[src/rtl/uart_txq_pkg.sv]
// Shared types and constants for the UART transmit queue.
package uart_txq_pkg;

  typedef enum logic [1:0] {
    IDLE   = 2'd0,
    STROBE = 2'd1,
    GUARD  = 2'd2
  } drain_state_e;

  localparam logic [7:0] ASCII_CR = 8'h0D;
  localparam logic [7:0] ASCII_LF = 8'h0A;

endpackage

[src/rtl/uart_tx_queue_if.sv]
// Bus between the CPU/UART side and the transmit queue.
// slave: the queue itself; master: whoever drives push and busy.
interface uart_tx_queue_if #(
  parameter int DEPTH_LOG2 = 4
);

  logic                  push;
  logic [7:0]            push_data;
  logic                  full;
  logic                  empty;
  logic [DEPTH_LOG2:0]   level;
  logic                  overflow;
  logic                  clr_overflow;
  logic                  uart_busy;
  logic                  uart_wr;
  logic [7:0]            uart_data;

  modport slave (
    input  push, push_data, clr_overflow, uart_busy,
    output full, empty, level, overflow, uart_wr, uart_data
  );

  modport master (
    output push, push_data, clr_overflow, uart_busy,
    input  full, empty, level, overflow, uart_wr, uart_data
  );

endinterface

[src/rtl/txq_fifo.sv]
// Byte FIFO: storage, wrapping pointers, level counter, registered
// full/empty flags and sticky overflow on dropped pushes.
module txq_fifo #(
  parameter int DEPTH_LOG2 = 4
) (
  input  logic                clk,
  input  logic                reset,
  input  logic                push_i,
  input  logic [7:0]          push_data_i,
  input  logic                pop_i,
  input  logic                clr_overflow_i,
  output logic [7:0]          head_o,
  output logic                full_o,
  output logic                empty_o,
  output logic [DEPTH_LOG2:0] level_o,
  output logic                overflow_o
);

  localparam int DEPTH = 1 << DEPTH_LOG2;

  logic [7:0]            mem_q [DEPTH];
  logic [DEPTH_LOG2-1:0] wr_ptr_q, wr_ptr_d;
  logic [DEPTH_LOG2-1:0] rd_ptr_q, rd_ptr_d;
  logic [DEPTH_LOG2:0]   level_q, level_d;
  logic                  full_q, full_d;
  logic                  empty_q, empty_d;
  logic                  overflow_q, overflow_d;
  logic                  push_ok, pop_ok, drop;

  // Accept/drop decisions use the registered full flag only.
  assign push_ok = push_i && !full_q;
  assign drop    = push_i && full_q;
  assign pop_ok  = pop_i && !empty_q;

  // Next-state for pointers, level, flags and sticky overflow.
  always_comb begin
    wr_ptr_d   = wr_ptr_q;
    rd_ptr_d   = rd_ptr_q;
    level_d    = level_q;
    overflow_d = overflow_q;
    if (push_ok) wr_ptr_d = wr_ptr_q + DEPTH_LOG2'(1);
    if (pop_ok)  rd_ptr_d = rd_ptr_q + DEPTH_LOG2'(1);
    case ({push_ok, pop_ok})
      2'b10:   level_d = level_q + (DEPTH_LOG2+1)'(1);
      2'b01:   level_d = level_q - (DEPTH_LOG2+1)'(1);
      default: level_d = level_q;
    endcase
    full_d  = (level_d == (DEPTH_LOG2+1)'(DEPTH));
    empty_d = (level_d == '0);
    // A drop in the same cycle as a clear keeps the flag set.
    if (drop)                overflow_d = 1'b1;
    else if (clr_overflow_i) overflow_d = 1'b0;
  end

  // Control state register with synchronous reset.
  always_ff @(posedge clk) begin
    if (reset) begin
      wr_ptr_q   <= '0;
      rd_ptr_q   <= '0;
      level_q    <= '0;
      full_q     <= 1'b0;
      empty_q    <= 1'b1;
      overflow_q <= 1'b0;
    end else begin
      wr_ptr_q   <= wr_ptr_d;
      rd_ptr_q   <= rd_ptr_d;
      level_q    <= level_d;
      full_q     <= full_d;
      empty_q    <= empty_d;
      overflow_q <= overflow_d;
    end
  end

  // Storage array; contents are meaningless once the pointers reset.
  always_ff @(posedge clk) begin
    if (push_ok) mem_q[wr_ptr_q] <= push_data_i;
  end

  assign head_o     = mem_q[rd_ptr_q];
  assign full_o     = full_q;
  assign empty_o    = empty_q;
  assign level_o    = level_q;
  assign overflow_o = overflow_q;

endmodule

[src/rtl/uart_tx_queue.sv]
// Transmit queue between CPU and buart: buffers pushed bytes and drains
// them with a wr/busy handshake (IDLE -> STROBE -> GUARD -> IDLE).
// Optional build macro UART_TXQ_CRLF_EN inserts a CR before every LF.
module uart_tx_queue
  import uart_txq_pkg::*;
#(
  parameter int DEPTH_LOG2 = 4
) (
  input  logic              clk,
  input  logic              reset,
  uart_tx_queue_if.slave    bus
);

  drain_state_e state_q, state_d;
  logic         uart_wr_q, uart_wr_d;
  logic [7:0]   uart_data_q, uart_data_d;
  logic         pop;
  logic [7:0]   head;
  logic         empty;
  logic         service;
`ifdef UART_TXQ_CRLF_EN
  logic         cr_pend_q, cr_pend_d;
`endif

  txq_fifo #(
    .DEPTH_LOG2 (DEPTH_LOG2)
  ) u_fifo (
    .clk            (clk),
    .reset          (reset),
    .push_i         (bus.push),
    .push_data_i    (bus.push_data),
    .pop_i          (pop),
    .clr_overflow_i (bus.clr_overflow),
    .head_o         (head),
    .full_o         (bus.full),
    .empty_o        (empty),
    .level_o        (bus.level),
    .overflow_o     (bus.overflow)
  );

  assign bus.empty = empty;

  // busy is only looked at while idle.
  assign service = (state_q == IDLE) && !empty && !bus.uart_busy;

  // State and registered UART outputs.
  always_ff @(posedge clk) begin
    if (reset) begin
      state_q     <= IDLE;
      uart_wr_q   <= 1'b0;
      uart_data_q <= 8'h00;
`ifdef UART_TXQ_CRLF_EN
      cr_pend_q   <= 1'b0;
`endif
    end else begin
      state_q     <= state_d;
      uart_wr_q   <= uart_wr_d;
      uart_data_q <= uart_data_d;
`ifdef UART_TXQ_CRLF_EN
      cr_pend_q   <= cr_pend_d;
`endif
    end
  end

  // Next-state: one strobe cycle, one guard cycle for buart to raise busy.
  always_comb begin
    state_d = state_q;
    case (state_q)
      IDLE:    if (service) state_d = STROBE;
      STROBE:  state_d = GUARD;
      GUARD:   state_d = IDLE;
      default: state_d = IDLE;
    endcase
  end

  // Outputs: load the byte and pop on service; wr drops after one cycle.
  always_comb begin
    uart_wr_d   = 1'b0;
    uart_data_d = uart_data_q;
    pop         = 1'b0;
`ifdef UART_TXQ_CRLF_EN
    cr_pend_d   = cr_pend_q;
`endif
    if (service) begin
      uart_wr_d = 1'b1;
`ifdef UART_TXQ_CRLF_EN
      // LF at the head goes out as CR first, then LF on the next service.
      if (head == ASCII_LF && !cr_pend_q) begin
        uart_data_d = ASCII_CR;
        cr_pend_d   = 1'b1;
      end else begin
        uart_data_d = head;
        pop         = 1'b1;
        cr_pend_d   = 1'b0;
      end
`else
      uart_data_d = head;
      pop         = 1'b1;
`endif
    end
  end

  assign bus.uart_wr   = uart_wr_q;
  assign bus.uart_data = uart_data_q;

endmodule

[src/flat_wrapper.sv]
// flat-port wrapper written by rule: the top's interface ports become plain ports
module uart_tx_queue_flat import uart_txq_pkg::*;
#(
  parameter int DEPTH_LOG2 = 4
)
  (clk, reset, bus_push, bus_push_data, bus_clr_overflow, bus_uart_busy, bus_full, bus_empty, bus_level, bus_overflow, bus_uart_wr, bus_uart_data);
  uart_tx_queue_if #(.DEPTH_LOG2(DEPTH_LOG2)) bus_i ();
  input  logic clk;
  input  logic reset;
  input wire logic [$bits(bus_i.push)-1:0] bus_push;
  input wire logic [$bits(bus_i.push_data)-1:0] bus_push_data;
  input wire logic [$bits(bus_i.clr_overflow)-1:0] bus_clr_overflow;
  input wire logic [$bits(bus_i.uart_busy)-1:0] bus_uart_busy;
  output wire logic [$bits(bus_i.full)-1:0] bus_full;
  output wire logic [$bits(bus_i.empty)-1:0] bus_empty;
  output wire logic [$bits(bus_i.level)-1:0] bus_level;
  output wire logic [$bits(bus_i.overflow)-1:0] bus_overflow;
  output wire logic [$bits(bus_i.uart_wr)-1:0] bus_uart_wr;
  output wire logic [$bits(bus_i.uart_data)-1:0] bus_uart_data;
  assign bus_i.push = bus_push;
  assign bus_i.push_data = bus_push_data;
  assign bus_i.clr_overflow = bus_clr_overflow;
  assign bus_i.uart_busy = bus_uart_busy;
  assign bus_full = bus_i.full;
  assign bus_empty = bus_i.empty;
  assign bus_level = bus_i.level;
  assign bus_overflow = bus_i.overflow;
  assign bus_uart_wr = bus_i.uart_wr;
  assign bus_uart_data = bus_i.uart_data;
  uart_tx_queue #(.DEPTH_LOG2(DEPTH_LOG2)) u_core (.clk(clk), .reset(reset), .bus(bus_i));
endmodule
[config.mk]
export PLATFORM = sky130hd
export DESIGN_NAME = uart_tx_queue_flat
export DESIGN_NICKNAME = d
export VERILOG_FILES = /design/src/rtl/uart_txq_pkg.sv /design/src/rtl/uart_tx_queue_if.sv /design/src/rtl/txq_fifo.sv /design/src/rtl/uart_tx_queue.sv /design/src/flat_wrapper.sv
export SDC_FILE = /design/constraint.sdc
export NUM_CORES = 1
export LEC_CHECK = 0
export CAP_MARGIN = 40
export CORE_MARGIN = 2
export CORE_UTILIZATION = 31
export CTS_CLUSTER_SIZE = 40
export DETAILED_ROUTE_END_ITERATION = 16
export PLACE_DENSITY_LB_ADDON = 0.12
export SETUP_SLACK_MARGIN = 0.2
export SLEW_MARGIN = 20
export SYNTH_ARGS = -nofsm -noshare
export SYNTH_HDL_FRONTEND = slang
export SYNTH_HIERARCHICAL = 1
export SYNTH_SLANG_ARGS = --single-unit
[constraint.sdc]
create_clock -name clk -period 2.9 [get_ports clk]
set_clock_uncertainty 0.15 [all_clocks]
set_input_delay 0.58 -clock clk [delete_from_list [all_inputs] [get_ports clk]]
set_output_delay 0.58 -clock clk [all_outputs]
set_load 0.05 [all_outputs]
==> flow_summary.json <==
{
  "crit_buf_inv": 2,
  "tightest_slew_ns": 0.618,
  "multiInputGateArea_um2": 1810,
  "cts_hold_buf": 0,
  "grt_max_degree": 40,
  "num_io_pins": 30,
  "cp_slowest_cell": "or3b_4",
  "path_max_fanout": 2,
  "synth_compound_area_frac": 0.0149,
  "ys_ff_latch": 159,
  "power.leakage_nw": 2.52,
  "detailed_place_hpwl_um": 8230,
  "place.gp.congestion": 0.718,
  "status": "completed",
  "first_global_vias": 3286,
  "grt-ovfl-total": 0,
  "core-area_um2": 20200,
  "synthSimpleGateAreaFrac": 0.0701,
  "clock.fmax_mhz": 384,
  "drc": 0,
  "internal-power_mw": 3.95,
  "final_nets": 428,
  "crit_chain": "dlygate4sd2_1, nor4_4, nand2b_4, clkinv_2, nand2_2, xnor2_2, ha_4, nor3b_2, or3b_4, a22oi_2, and4bb_1",
  "dieWidth_um": 148,
  "portBuffers": 29,
  "ant_nets": 0,
  "slew_headroom": 0.588,
  "wl_per_cell_um": 18.3,
  "wl_um": 12600,
  "cts.clk_slew.worst_paths_ns": 0.06,
  "synth_area_leaders": "edfxtp_1 60%, dfxtp_1 9.7%, mux4_2 9.2%",
  "h-tree-depth": 4,
  "cts_inserted_buffers": 17,
  "synthAdderAreaFrac": 0.0137,
  "first_iter_violations": 281,
  "finalSetupViolations": 0,
  "cp.required_ns": 3.11,
  "fin_util": 0.383,
  "initial_core_util": 0.316,
  "clock_power_share": 0.416,
  "power.share.sequential": 0.495,
  "rows": 52,
  "worstSetupEndpointType": "flip-flop",
  "grt_pass1_wl_um": 19900,
  "crit_path_max_incr_delay_ns": 0.41,
  "syn_inst": 349,
  "synthArstFlopShare": 0,
  "path_delay_family": "simple AND/OR/NAND/NOR gates",
  "vias": 3196,
  "final-seq-area_um2": 4470,
  "drv_cap": 0,
  "n_antenna_cell": 0,
  "synth_most_common_cell": "edfxtp_1",
  "syn_area_um2": 6390,
  "dr.pass1.iters": 4,
  "p_comb_frac": 0.089,
  "synth_common_cells": "128 x edfxtp_1, 31 x dfxtp_1, 28 x nor2_1",
  "path_class": "in -> reg",
  "cp.arrival_ns": 2.81,
  "rsz0062_at_grt": "false",
  "die_height_um": 148,
  "critPathLaunchType": "input pin",
  "period_minus_slack_ns": 2.60,
  "synth_top_family_by_area": "multiplexers",
  "synth_top_area_cell": "edfxtp_1",
  "antenna_found_initial": 0,
  "clkLatencyLatePin_ns": 0.42,
  "routed_via_density": 4.63,
  "synth_top_flop_cell": "edfxtp_1",
  "p_per_area_nw_per_um2": 669,
  "hold_violations": 0,
  "yosysTopAreaCellShare": 0.601,
  "area_delta_synth_final_pct": 21.2,
  "cts_buffer_depth": 2,
  "grt_usage": 0.125,
  "ys_seq_area_frac": 0.698,
  "ys_types": 41,
  "root_buffer": "clkbuf_16",
  "dieArea_um2": 21800,
  "cts_tree": "built",
  "finalMaxSlewViolations": 0,
  "synth_fp_nets": 369,
  "synth_xor_area_frac": 0.0151,
  "max-vdd-ir-drop_mv": 0.324,
  "synth_mux_area_frac": 0.163,
  "hold_class": "reg -> reg",
  "synth_edf_count": 128,
  "hold_slack_ns": 0.321,
  "post-route-period-util": 0.898,
  "fill_cells": 1858,
  "avgSynthCellArea_um2": 18.3,
  "swShare": 0.238,
  "drive_gt1_frac": 0.242,
  "p_switching_mw": 1.23,
  "yosys_warnings": 6,
  "cts_sinks": 159
}
worst reg2reg max path: cells and delay by family (launching register included):
family / cells / cell delay, ns
xor+xnor: 1 / 0.17
fa+ha+maj: 1 / 0.23
flops: 1 / 0.36
compound gates: 1 / 0.23
simple gates: 6 / 1.34
buf+inv: 1 / 0.06
per-layer routing:
layer  track usage  share of wire
met3        0.0330          0.032
met5             0              0
met2         0.197           0.48
met4        0.0442          0.011
met1         0.169           0.47
power groups by stage:
stage / Sequential (mW) / Combinational, mW / Clock (mW)
2_1_floorplan: 2.67 / 0.233 / 0
3_3_place_gp: 2.61 / 0.447 / 0
3_5_place_dp: 2.61 / 0.451 / 0
4_1_cts: 2.56 / 0.460 / 2.21
5_1_grt: 2.57 / 0.501 / 2.30
6_report: 2.56 / 0.464 / 2.16
area by class of cell:
class | count | share of cell area
clock inverters | 13 | 0.0166
clock buffers | 19 | 0.0572
flip-flops and latches | 159 | 0.577
well taps | 270 | 0.0436
repair buffers | 60 | 0.0690
inverters | 5 | 0.00258
multi-input cells | 165 | 0.234
stage by stage:
step | area (um2) | cells | setup slack [ns] | TNS [ns] | power, mW
finish | 7750 | 691 | 0.295 | 0 | 5.18
global route | 7750 | 691 | 0.199 | 0 | 5.37
CTS | 7710 | 691 | 0.313 | 0 | 5.24
detailed placement | 7120 | 658 | -0.303 | -0.607 | 3.06
global placement | 7120 | 658 | -0.211 | -0.392 | 3.06
floorplan | 6400 | 349 | 0.204 | 0 | 2.90
placed cells by master (no fill, tap or decap), drive strengths merged, types with 3 or more instances in the layout:
cell / count
edfxtp: 128
mux4: 40
buf: 31
dfxtp: 31
clkdlybuf4s50: 28
nor2: 28
nand2b: 20
clkbuf: 19
nand2: 12
mux2i: 9
inv: 9
a21oi: 7
ha: 7
nor3: 6
xor2: 6
xnor2: 5
clkinv: 5
clkinvlp: 3
nor3b: 3
nor2b: 3
what timing repair did:
item | 4_1_cts | 5_1_grt
resized for setup | 4 | 8
endpoints found under the setup margin | 2 | 2
buffers inserted | 1 | 0
pin swaps | 5 | 5
registers in the layout, summed over array words and instances (netlist names), 2 cells and up, named ones only:
register,flops
u_core/bus.uart_data,8
u_core/state_q,2
u_core/u_fifo/level_o,5
u_core/u_fifo/mem_q,128
u_core/u_fifo/rd_ptr_q,4
u_core/u_fifo/wr_ptr_q,4
logic make-up (layout without fill, tap and decap cells):
logic type / after synthesis / count (layout)
flip-flops: 159 / 159
adder cells (fa/ha/maj): 7 / 7
XOR/XNOR: 11 / 11
multiplexers: 49 / 49
buffers and inverters: 25 / 97
AND/OR/NAND/NOR: 82 / 82
AO/OA/AOI/OAI: 16 / 16
path summary, 6_finish.rpt:
check / from / endpoint / slack, ns / depth (start not counted)
setup reg to reg: u_core/u_fifo/empty_o / u_core/u_fifo/full_o / 0.30 / 10
hold / removal: u_core/bus.uart_data[4] / u_core/bus.uart_data[4] / 0.32 / 2
hold reg to reg: u_core/bus.uart_data[4] / u_core/bus.uart_data[4] / 0.32 / 2
setup / recovery: bus_uart_busy / u_core/u_fifo/full_o / 0.30 / 11
No activity file was read; power rests on OpenSTA's default activity.
